File: src/rtl/glyph_fetch_ctrl.sv
// Text-mode glyph fetcher: walks COLS cells of the text buffer and serialises one 6-px glyph row per cell.
// Optional cursor inversion when GLYPH_CURSOR_EN is defined.
module glyph_fetch_ctrl #(
    parameter int COLS = 10,
    parameter int CW   = 4
) (
    input  logic          clk,
    input  logic          rst_n,
    input  logic          line_start,
    input  logic [2:0]    glyph_row,
    input  logic          pixel_en,
    output logic [CW-1:0] text_addr,
    input  logic [6:0]    text_char,
    output logic [6:0]    rom_addr,
    input  logic [34:0]   rom_data,
`ifdef GLYPH_CURSOR_EN
    input  logic          cursor_on,
    input  logic [CW-1:0] cursor_col,
`endif
    output logic          pixel,
    output logic          pixel_valid,
    output logic          busy
);
    typedef enum logic [1:0] {S_IDLE, S_PRIME, S_ACTIVE} state_t;

    localparam logic [CW-1:0] LAST_COL   = CW'(COLS - 1);
    localparam logic [1:0]    FETCH_DONE = 2'd3;

    state_t        r_state;
    state_t        w_state_nxt;
    logic [CW-1:0] r_text_addr;
    logic [CW-1:0] r_cell;
    logic [CW-1:0] w_cell_nxt;
    logic [6:0]    r_rom_addr;
    logic [2:0]    r_row;
    logic [2:0]    r_col;
    logic [1:0]    r_fetch;
    logic [5:0]    r_shift;
    logic [4:0]    r_pf_buf;
    logic [4:0]    w_row_bits;
    logic          w_inv_first;
    logic          w_inv_next;
    logic          w_last_px;

    assign text_addr  = r_text_addr;
    assign rom_addr   = r_rom_addr;
    assign w_cell_nxt = r_cell + CW'(1);
    assign w_last_px  = (r_state == S_ACTIVE) && pixel_en && (r_col == 3'd5) && (r_cell == LAST_COL);

`ifdef GLYPH_CURSOR_EN
    logic          r_cur_on;
    logic [CW-1:0] r_cur_col;

    always_ff @(posedge clk or negedge rst_n) begin
        if (!rst_n) begin
            r_cur_on  <= 1'b0;
            r_cur_col <= '0;
        end else if (line_start) begin
            r_cur_on  <= cursor_on;
            r_cur_col <= cursor_col;
        end
    end

    assign w_inv_first = r_cur_on && (r_cur_col == '0);
    assign w_inv_next  = r_cur_on && (r_cur_col == w_cell_nxt);
`else
    assign w_inv_first = 1'b0;
    assign w_inv_next  = 1'b0;
`endif

    // Row 7 is the inter-line gap: no ROM bits back it, so it stays blank.
    always_comb begin
        w_row_bits = 5'd0;
        for (int r = 0; r < 7; r++) begin
            if (r_row == 3'(r)) begin
                w_row_bits = rom_data[5*r +: 5];
            end
        end
    end

    always_ff @(posedge clk or negedge rst_n) begin
        if (!rst_n) begin
            r_state <= S_IDLE;
        end else begin
            r_state <= w_state_nxt;
        end
    end

    always_comb begin
        w_state_nxt = r_state;
        if (line_start) begin
            w_state_nxt = S_PRIME;
        end else begin
            case (r_state)
                S_PRIME:  if (r_fetch == 2'd2) w_state_nxt = S_ACTIVE;
                S_ACTIVE: if (w_last_px)       w_state_nxt = S_IDLE;
                default:  w_state_nxt = S_IDLE;
            endcase
        end
    end

    always_comb begin
        pixel       = 1'b0;
        pixel_valid = 1'b0;
        busy        = 1'b0;
        case (r_state)
            S_PRIME: busy = 1'b1;
            S_ACTIVE: begin
                busy        = 1'b1;
                pixel_valid = 1'b1;
                pixel       = r_shift[5];
            end
            default: ;
        endcase
    end

    always_ff @(posedge clk or negedge rst_n) begin
        if (!rst_n) begin
            r_text_addr <= '0;
            r_rom_addr  <= '0;
            r_row       <= '0;
            r_col       <= '0;
            r_cell      <= '0;
            r_fetch     <= '0;
            r_shift     <= '0;
            r_pf_buf    <= '0;
        end else if (line_start) begin
            r_text_addr <= '0;
            r_row       <= glyph_row;
            r_col       <= '0;
            r_cell      <= '0;
            r_fetch     <= '0;
            r_shift     <= '0;
        end else if (r_state != S_IDLE) begin
            // Fetch pipeline: address out, char into rom_addr, row captured.
            case (r_fetch)
                2'd0: r_fetch <= 2'd1;
                2'd1: begin
                    r_rom_addr <= text_char;
                    r_fetch    <= 2'd2;
                end
                2'd2: begin
                    r_fetch <= FETCH_DONE;
                    if (r_state == S_PRIME) begin
                        r_shift     <= {w_row_bits, 1'b0} ^ {6{w_inv_first}};
                        r_col       <= '0;
                        r_cell      <= '0;
                        r_text_addr <= r_text_addr + CW'(1);
                        r_fetch     <= 2'd0;
                    end else begin
                        r_pf_buf <= w_row_bits;
                    end
                end
                default: ;
            endcase

            if (r_state == S_ACTIVE && pixel_en) begin
                if (r_col != 3'd5) begin
                    r_shift <= {r_shift[4:0], 1'b0};
                    r_col   <= r_col + 3'd1;
                end else if (r_cell != LAST_COL) begin
                    r_shift <= {r_pf_buf, 1'b0} ^ {6{w_inv_next}};
                    r_col   <= '0;
                    r_cell  <= w_cell_nxt;
                    // text_addr already points at the cell just loaded; stop once it is the last one.
                    if (r_text_addr != LAST_COL) begin
                        r_text_addr <= r_text_addr + CW'(1);
                        r_fetch     <= 2'd0;
                    end
                end
            end
        end
    end
endmodule

File: config.mk
export PLATFORM = sky130hd
export DESIGN_NAME = glyph_fetch_ctrl
export DESIGN_NICKNAME = d
export VERILOG_FILES = /design/src/rtl/glyph_fetch_ctrl.sv
export SDC_FILE = /design/constraint.sdc
export NUM_CORES = 1
export LEC_CHECK = 0
export CORE_MARGIN = 5
export CORE_UTILIZATION = 30
export DETAILED_ROUTE_END_ITERATION = 12
export PLACE_DENSITY = 0.52
export SLEW_MARGIN = 20
export SYNTH_ARGS = -nofsm -noshare
export SYNTH_HDL_FRONTEND = slang
export SYNTH_SLANG_ARGS = --single-unit
export TNS_END_PERCENT = 30
File: constraint.sdc
create_clock -name clk -period 3.5 [get_ports clk]
set_input_delay 0.7 -clock clk [delete_from_list [all_inputs] [get_ports clk]]
set_output_delay 0.7 -clock clk [all_outputs]
set_load 0.05 [all_outputs]
After elaboration in Yosys (flattened, before gate mapping) --
Cells that the tools add are included.
Word-level totals: bits in writable memories 0, memory bits (read-only) 0, memories 0, logic and storage cells 93, flip-flop bits (word level) 36, latch bits 0, input port bits 49, output and inout port bits 14
Cells by class: $add $sub $neg 3, divide/modulo/power cells 0, order comparisons 0, mux-type cells 51, equal/unequal tests 17, reductions and logical operators 11, shift operators 0, bitwise logic cells 2, multiply operators 0
Operator list (count):
- $mux 4 | 15
- $mux 6 | 7
- $mux 5 | 7
- $mux 3 | 7
- $mux 2 | 10
- $eq 3x3->1 const B | 4
- $ne 3x3->1 const B | 3
- $add 4x1->4 const B | 2
- $ne 4x4->1 const B | 2
- $eq 3x2->1 const B | 2
- $pmux 2 s3 | 1
- $eq 2x1->1 const B | 2
- $eq 2x2->1 const B | 2
- $eq 4x4->1 const B | 1
- $pmux 2 s2 | 1
- $reduce_and 4->1 | 1
- $reduce_bool 2->1 | 2
- $add 3x1->3 const B | 1
- $eq 3x1->1 const B | 1
- $logic_and 1x1->1 | 3
- $logic_not 3->1 | 1
- $mux 1 | 3
- $reduce_and 3->1 | 1
- $logic_not 2->1 | 1
- 3 further kinds | 4

Depth between registers and ports, before layout --
word-level depth 15, depth in mapped cells 8

Worst setup path after synthesis --
OpenSTA, ideal clock, no wires.
path kind register to output, from register r_state[0], to output pixel, data required time 2.800 ns, arrival time 1.491 ns, cell stages (with the launch flop) 4, setup slack 1.309 ns, buffers on the path 0, cells stage by stage dfrtp_1 inv_1 ha_1 and2_1
On the way: word-level cells in the longest chain between the ends 2
Ends and longest elaborated chain:
- start, declared | RTL line 29 | state_t r_state;
- start signal, assigned | RTL line 85 | r_state <= w_state_nxt;
- $eq 2x2->1 | RTL line 106 | case (r_state)
- $mux 1 | RTL line 106
- end, declared | RTL line 20 | output logic pixel,
Every way passes these cells.

Final worst setup path --
Ends and elaborated chain as after synthesis.

==> results.toml <==
[outcome]
status = "completed"

[clocking]
clockRootBuffer = "clkbuf_8"
cts_num_sinks = 36
hold_buffers = 0
cts_buffer_depth = 2
worst_skew_pair.late_latency_ns = 0.29
cts_setup_buffers = 0
ctsHtreeMaxLevel = 2
cts_resized = 0
cts_tree = "built"
clk_pin_slew_worst_paths_ns = 0.08
numCtsBuffers = 5

[worst_setup_path]
rr_startpoint = "r_state[0]"
critPathCaptureType = "output pin"
crit_arrival_ns = 2.02
required_ns = 2.80
critPathKind = "reg2out"
cp_num_buf_inv = 2
cp_cell_sequence = "inv_1 > ha_1 > and2_1 > clkdlybuf4s50_1"
timing.rr.end = "r_col[1]"
startpoint = "r_state[0]"
rrSetupSlack_ns = 1.47
crit_slowest_cell = "clkdlybuf4s50_1"
r2r_cells = 7
critPathTopFamily = "buffers and inverters"
worstPathMaxFanout = 6
critPathLaunchType = "register"
crit_path_end = "pixel"
cp_slowest_stage_delay_ns = 0.80
crit_cells = 4

[die]
die_x_um = 96.8
rows = 31
core_mm2 = 0.00729
io_pins = 63
fp.dieH_um = 96.8
start_util_pct = 31.0
dieArea_mm2 = 0.00936

[synth]
synth_nets = 294
synth.area.top_cells = "dfrtp_1 40%, mux2_2 7.5%, ha_1 5.0%"
ys_types = 48
seq_area_frac_synth_pct = 39.9
synth_cells = 236
syn_area_per_cell_um2 = 9.57
synth.top_cell.area_share_pct = 39.9
synth_seq_cells = 36
ys_warn_count = 0
yosysTopAreaCell = "dfrtp_1"
syn-cell-area_mm2 = 0.00226

[global_routing]
grt_pass1_wl_um = 10400
grt_pass1_vias = 2109
grt_max_degree = 37
antenna_found_initial = 0
grt_usage_pct = 13.4
overflow = 0

[finish]
antennaDiodeCount = 0
final_layout_size_suffix_gt1_share_pct = 13.1
area_delta_synth_final_pct = 35.8
layout.nets = 354
multi_input_area_mm2 = 0.00125
mostFrequentLayoutCells = "61 x clkdlybuf4s50_1, 36 x dfrtp_1, 23 x nand2_1"
regArea_um2 = 901
layout_commonest_cell = "clkdlybuf4s50_1"
post-route-util_pct = 42.1
fin_area_mm2 = 0.00307
fillers = 771

[power]
ir_drop_mv = 0.405
internal_power_uw = 1070
p_leak_uw = 0.00126
power_frac_comb_pct = 45.2
pwr-share-clk_pct = 20.8
power_density_mw_per_mm2 = 588
sequentialPowerShare_pct = 33.9
switching_share_pct = 40.7
p_sw_uw = 735

[sta]
period_minus_slack_ns = 2.72
fin_skew_ns = 0.00604
hold_violations = 0
maxSlewViolCount = 0
finalSetupTns_ns = 0
tightestPinTransition_ns = 0.833
finalCritPeriodShare_pct = 77.7
setup_viol = 0
rsz0062_at_grt = "no"
maxSlewHeadroom_pct = 44.5
max_freq_mhz = 368

[routing]
drc = 0
vias = 1967
dr_wl_met3_um = 115
viasPerCell = 4.97
wl_per_cell_um = 15.3
dr_wl_met2_um = 3000
wl_met1_um = 2840
drt-initial-drc-count = 68
routed_wl_um = 6060
highest_layer = "met4"
drtAntennaViolNets = 0
drtPass1Iterations = 4

[placed_design]
place_congestion = 0.802
place_hpwl_um = 4590
numPortBuffers = 62
placed_area_mm2 = 0.00296

[job]
max_cap_viol_count = 0

[min_path]
hold_class = "in2async"
cell families (layout without fill, tap and decap cells):
logic type | count (synthesis) | count (layout) | synth area share, %
buffers and inverters | 23 | 84 | 4.54
muxes | 25 | 25 | 12.5
xor gates and xnor gates | 2 | 2 | 0.776
and+or+nand+nor | 74 | 74 | 16.6
DFF | 36 | 36 | 39.9
AOI/OAI and AO/OA | 67 | 67 | 20.8
adders and majority gates | 9 | 9 | 4.99
cell usage after synthesis, drive strengths merged:
cell type  count
a211oi         3
a21o           5
a21oi         12
a22oi          1
a2bb2oi        1
a31oi          8
a32o           1
a32oi          1
a41oi          3
and2           1
and2b          1
and3           1
and3b          3
and4           1
buf            6
clkbuf         5
dfrtp         36
ha             9
inv           12
mux2          15
mux2i          9
mux4           1
nand2         24
nand2b         3
nand3          5
nand3b         2
nand4          1
nor2          17
nor2b          3
nor3           9
nor3b          2
nor4b          1
o211ai         7
o21ai         11
o21bai         1
o221ai         1
o22a           7
o22ai          5
xnor2          2
through the flow:
step / worst slack, ns / cells / hold slack, ns / total power (µW)
detailed placement: 1.08 / 388 / 0.485 / 1440
global placement: 1.10 / 388 / 0.479 / 1440
floorplan: 1.31 / 236 / 0.404 / 1170
finish: 0.780 / 396 / 0.496 / 1800
global route: 0.680 / 396 / 0.520 / 1920
CTS: 0.753 / 396 / 0.505 / 1820
worst register-to-register path, delay by kind of cell (launching register included):
kind / cells / cell delay, ns
AOI/OAI and AO/OA: 3 / 0.95
DFF: 1 / 0.41
adders and majority gates: 1 / 0.27
and+or+nand+nor: 2 / 0.21
buffers and inverters: 1 / 0.09
power groups by stage:
stage          sequential (µW)  clock, µW  combinational (µW)
5_1_grt                    630        402                 888
3_5_place_dp               619          0                 821
4_1_cts                    612        386                 824
3_3_place_gp               617          0                 820
2_1_floorplan              756          0                 412
6_report                   612        376                 816
metal layers:
layer  up-vias  global-route usage (%)
met5         -                       0
met4         0                    5.62
met3         8                    1.94
met2        27                    22.7
met1       946                    17.1
li1        986                       -
area by class of cell:
class | instances | area share [%]
Inverter | 12 | 1.47
Multi-Input combinational cell | 177 | 40.9
Tap cell | 99 | 4.04
Clock buffer | 5 | 2.24
Sequential cell | 36 | 29.4
Clock inverter | 3 | 1.39
Timing Repair Buffer | 64 | 20.6
sequential cells by signal, summed over array words and instances, names as in the netlist:
signal,count
rom_addr,7
r_col,3
text_addr,4
r_pf_buf,5
r_shift,6
r_state,2
r_fetch,2
r_cell,4
r_row,3
worst min path at each step:
stage	startpoint	to	slack [ns]
after global routing	r_pf_buf[2]	r_pf_buf[2]	0.52
final	rst_n	rom_addr[6]	0.50
after floorplan	rst_n	r_cell[0]	0.40
after CTS	r_pf_buf[0]	r_pf_buf[0]	0.51
after global placement	r_pf_buf[2]	r_pf_buf[2]	0.48
after detailed placement	r_pf_buf[1]	r_pf_buf[1]	0.48
Power figures use the tool's default switching activity.
